==> src/rtl/tw4_cpu.sv <==
// rtl/tw4_cpu.sv - 4-bit accumulator CPU with one maskable interrupt level
module tw4_cpu (
    input  logic       clock,
    input  logic       reset,
    output logic [3:0] addr,
    input  logic [7:0] data,
    input  logic [3:0] in,
    output logic [3:0] out,
    input  logic       irq,
    output logic [3:0] ie,
    output logic       ack
);
    typedef logic [3:0] addr_t;
    typedef logic [3:0] nibble_t;

    localparam logic [3:0] OP_ADD_A  = 4'b0000;
    localparam logic [3:0] OP_MOV_AB = 4'b0001;
    localparam logic [3:0] OP_IN_A   = 4'b0010;
    localparam logic [3:0] OP_MOV_A  = 4'b0011;
    localparam logic [3:0] OP_MOV_BA = 4'b0100;
    localparam logic [3:0] OP_ADD_B  = 4'b0101;
    localparam logic [3:0] OP_IN_B   = 4'b0110;
    localparam logic [3:0] OP_MOV_B  = 4'b0111;
    localparam logic [3:0] OP_EI     = 4'b1000;
    localparam logic [3:0] OP_OUT_B  = 4'b1001;
    localparam logic [3:0] OP_RETI   = 4'b1010;
    localparam logic [3:0] OP_OUT_IM = 4'b1011;
    localparam logic [3:0] OP_SETV   = 4'b1100;
    localparam logic [3:0] OP_NOP    = 4'b1101;
    localparam logic [3:0] OP_JNC    = 4'b1110;
    localparam logic [3:0] OP_JMP    = 4'b1111;

    nibble_t a_q, b_q, out_q, ie_q;
    addr_t   pc_q, vec_q, spc_q;
    logic    c_q, sc_q, isr_q;

    logic [3:0] op, im;
    logic [4:0] sum_a, sum_b;
    logic       take;

    assign op    = data[7:4];
    assign im    = data[3:0];
    assign sum_a = {1'b0, a_q} + {1'b0, im};
    assign sum_b = {1'b0, b_q} + {1'b0, im};

    // An interrupt is taken only when some source is enabled and no handler is running.
    assign take = irq & ~isr_q & (ie_q != 4'd0);

    assign addr = pc_q;
    assign out  = out_q;
    assign ie   = ie_q;
    assign ack  = take;

    // Architectural state: an accepted interrupt replaces the fetched instruction entirely.
    always_ff @(posedge clock or negedge reset) begin
        if (!reset) begin
            a_q   <= '0;
            b_q   <= '0;
            c_q   <= 1'b0;
            pc_q  <= '0;
            out_q <= '0;
            ie_q  <= '0;
            vec_q <= '0;
            spc_q <= '0;
            sc_q  <= 1'b0;
            isr_q <= 1'b0;
        end else if (take) begin
            spc_q <= pc_q;
            sc_q  <= c_q;
            pc_q  <= vec_q;
            isr_q <= 1'b1;
        end else begin
            pc_q <= pc_q + 4'd1;
            c_q  <= 1'b0;
            case (op)
                OP_ADD_A:  {c_q, a_q} <= sum_a;
                OP_ADD_B:  {c_q, b_q} <= sum_b;
                OP_MOV_A:  a_q <= im;
                OP_MOV_B:  b_q <= im;
                OP_MOV_AB: a_q <= b_q;
                OP_MOV_BA: b_q <= a_q;
                OP_IN_A:   a_q <= in;
                OP_IN_B:   b_q <= in;
                OP_OUT_B:  out_q <= b_q;
                OP_OUT_IM: out_q <= im;
                OP_JMP:    pc_q <= im;
                OP_JNC:    if (!c_q) pc_q <= im;
                OP_EI:     ie_q <= im;
                OP_SETV:   vec_q <= im;
                OP_RETI: begin
                    pc_q  <= spc_q;
                    c_q   <= sc_q;
                    isr_q <= 1'b0;
                end
                OP_NOP:    ;
                default:   ;
            endcase
        end
    end
endmodule

==> config.mk <==
export PLATFORM = sky130hd
export DESIGN_NAME = tw4_cpu
export DESIGN_NICKNAME = d
export VERILOG_FILES = /design/src/rtl/tw4_cpu.sv
export SDC_FILE = /design/constraint.sdc
export NUM_CORES = 1
export LEC_CHECK = 0
export CAP_MARGIN = 30
export CORE_MARGIN = 2
export CORE_UTILIZATION = 51
export DETAILED_ROUTE_END_ITERATION = 8
export GPL_ROUTABILITY_DRIVEN = 0
export GPL_TIMING_DRIVEN = 1
export PLACE_DENSITY = 0.81
export SYNTH_ARGS = -nofsm -noshare
export SYNTH_HDL_FRONTEND = slang
export SYNTH_SLANG_ARGS = --single-unit
==> constraint.sdc <==
create_clock -name clock -period 3.45 [get_ports clock]
set_input_delay 1.035 -clock clock [delete_from_list [all_inputs] [get_ports clock]]
set_output_delay 1.035 -clock clock [all_outputs]
set_load 0.005 [all_outputs]
==> impl_metrics.json <==
{
  "outcome": "finished, final reports clean",
  "final_cell_area_mm2": 0.00226,
  "cellLeakagePower_nw": 1.04,
  "startpoint_type": "input port",
  "crit_fanout": 2,
  "syn_area_per_cell_um2": 10.1,
  "cts_resized": 0,
  "drt_first_pass_iters": 4,
  "dpl.hpwl_um": 3220,
  "cp_data_arrival_time_ns": 2.02,
  "setup_viol_count_final": 0,
  "core_mm2": 0.00342,
  "irDropWorstVdd_v": 0.000343,
  "timing.fmax_mhz": 328,
  "end_kind": "output port",
  "grt_pass1_vias": 1565,
  "drv_slew": 0,
  "start_util": 0.546,
  "synth-xor-area-share": 0.0188,
  "ys_seq_area_frac": 0.416,
  "syn-cell-area_mm2": 0.00186,
  "ys_async_sr_fraction": 1.00,
  "synth_mux_area_frac": 0.135,
  "cts_setup_buffers": 0,
  "numCtsBuffers": 5,
  "portBuffers": 27,
  "layout_min_cycle_time_ns": 3.05,
  "root_buffer": "clkbuf_4",
  "period_share": 0.885,
  "syn-num-nets": 211,
  "postPlaceCellArea_mm2": 0.00220,
  "pin_count": 28,
  "overflow": 0,
  "drv_cap": 0,
  "synth_simple_gate_area_share": 0.147,
  "track_usage": 0.234,
  "fin_skew_ns": 0.00744,
  "rsz0062_at_grt": "no",
  "cp_data_required_time_ns": 2.41,
  "total_power_w": 0.00153,
  "drt-initial-drc-count": 120,
  "startpoint": "irq",
  "antenna_found_initial": 0,
  "layout-drive-gt1-share": 0.141,
  "die_area_mm2": 0.00416,
  "synthAdderAreaFrac": 0.0819,
  "cts_tree": "yes",
  "slew_headroom": 0.576,
  "dp_slack_ns": 0.0194,
  "synth_top_family_by_area": "compound AO/OA/AOI/OAI gates",
  "h-tree-depth": 2,
  "ant_nets": 0,
  "ys_ff_latch": 31,
  "clkLatencyLatePin_ns": 0.33,
  "cts_buffer_depth": 2,
  "synth_cells": 185,
  "grt_max_degree": 32,
  "grt_pass1_wl_um": 7380,
  "ys.flop_type": "dfrtp_1",
  "yosys_warnings": 0,
  "finalNetCount": 245,
  "hold_start": "out[0]",
  "crit_type": "input port to output port",
  "fp.dieH_um": 64.5,
  "worstReg2RegStart": "b_q[0]",
  "finalWirelength_um": 4300,
  "pwr_density_cell_mw_per_mm2": 678,
  "cts_sinks": 31,
  "synth_edf_count": 0,
  "finalHoldViolations": 0,
  "area_growth_pct": 21.1,
  "fp.dieW_um": 64.5,
  "fillers": 294,
  "routedWlPerCell_um": 16.2,
  "via_per_inst": 5.83,
  "setup_slack_ns": 0.397,
  "hp-class": "register to register",
  "vias": 1551,
  "diodes": 0,
  "clk_pin_slew_ns": 0.09,
  "rows": 21,
  "fin_tns_setup_ns": 0,
  "worstMarginPinSlew_ns": 0.633,
  "postCtsHoldBufs": 0,
  "synth_compound_area_frac": 0.156,
  "drc": 0,
  "yosysUniqueCellTypes": 40
}
-- synth_stat cells, drive strengths merged, types with 2 or more instances --
library cell / instances / area [um^2]
a211oi: 2 / 15.0
mux4: 2 / 45.0
ha: 9 / 113
o211ai: 2 / 15.0
xor2: 2 / 17.5
buf: 6 / 36.3
a21oi: 11 / 55.1
nor2b: 3 / 18.8
o2111ai: 3 / 26.3
fa: 2 / 40.0
xnor2: 2 / 17.5
dfrtp: 31 / 776
inv: 12 / 45.0
mux2i: 6 / 60.1
nand2: 27 / 101
a222oi: 3 / 30.0
a22o: 2 / 17.5
nor2: 10 / 37.5
nand3: 5 / 30.0
mux2: 13 / 146
o21ai: 15 / 75.1
nand2b: 2 / 12.5
-- state kept, by name, summed over array words and instances (netlist names) --
name,flops
out,4
spc_q,4
a_q,4
b_q,4
isr_q,1
vec_q,4
c_q,1
sc_q,1
addr,4
ie,4
-- placed cells by master, fill, tap and decap left out, types with 2 or more instances in the layout --
cell type,netlist,layout
nand3_1,4,4
mux2_2,13,13
ha_1,9,9
buf_4,0,7
clkbuf_1,1,2
a21oi_1,11,11
nand2b_1,2,2
mux2i_1,6,6
o21ai_1,2,2
o21ai_0,13,13
xor2_1,2,2
mux4_2,2,2
a211oi_1,2,2
clkdlybuf4s50_1,0,26
inv_1,12,12
dfrtp_1,31,31
o211ai_1,2,2
o2111ai_1,3,3
xnor2_1,2,2
clkbuf_4,0,5
nor2_1,10,10
fa_1,2,2
a22o_1,2,2
nor2b_1,3,3
nand2_1,27,27
a222oi_1,3,3
-- cell families (layout without fill, tap and decap cells) --
kind of cell	Yosys count	count (layout)
compound gates	45	45
xor+xnor	4	4
fa+ha+maj	11	11
buf+inv	19	54
flops	31	31
mux	21	21
simple gates	54	54
-- final timing paths --
path	end	slack, ns	cells past startpoint
max reg2reg	c_q	1.64	7
max	ack	0.40	5
min	out[0]	0.48	2
min in group asynchronous	addr[1]	1.09	2
max in group asynchronous	ie[2]	2.06	2
min reg2reg	out[0]	0.48	2
-- worst max-delay path, cell delays in order --
cell,delay (ns)
clkdlybuf4s50_1,0.46
nand2b_1,0.07
or2_1,0.25
inv_1,0.08
dlymetal6s2s_1,0.13
-- metal layers --
metal	track usage	routed length (um)	vias up
met5	0	0	-
met4	0.0745	75	0
met3	0.0590	270	8
met2	0.392	2170	54
met1	0.297	1780	746
li1	-	-	743
-- per-stage QoR --
stage / utilization / instances / hold WS [ns]
final: 0.661 / 266 / 0.482
after CTS: 0.660 / 266 / 0.491
after detailed placement: 0.645 / 258 / 0.469
after global placement: 0.645 / 258 / 0.463
after floorplan: - / 185 / 0.445
after global routing: 0.661 / 266 / 0.517
-- where the power goes --
group / switching (W) / leakage [nW] / internal, W
clock network: 0.000122 / 0.0293 / 0.0000793
logic: 0.000295 / 0.631 / 0.000378
registers: 0.000137 / 0.377 / 0.000518
total: 0.000554 / 1.04 / 0.000976
-- final cells by class --
cell class	instances	area [um^2]	share of cell area
Timing Repair Buffer	34	325	0.144
Clock inverter	1	5.00	0.00222
Multi-Input combinational cell	135	1000	0.445
Clock buffer	7	45.0	0.0200
Sequential cell	31	776	0.344
Tap cell	46	57.6	0.0255
Inverter	12	45.0	0.0200
Note: power is estimated with default switching activity, not from simulation.
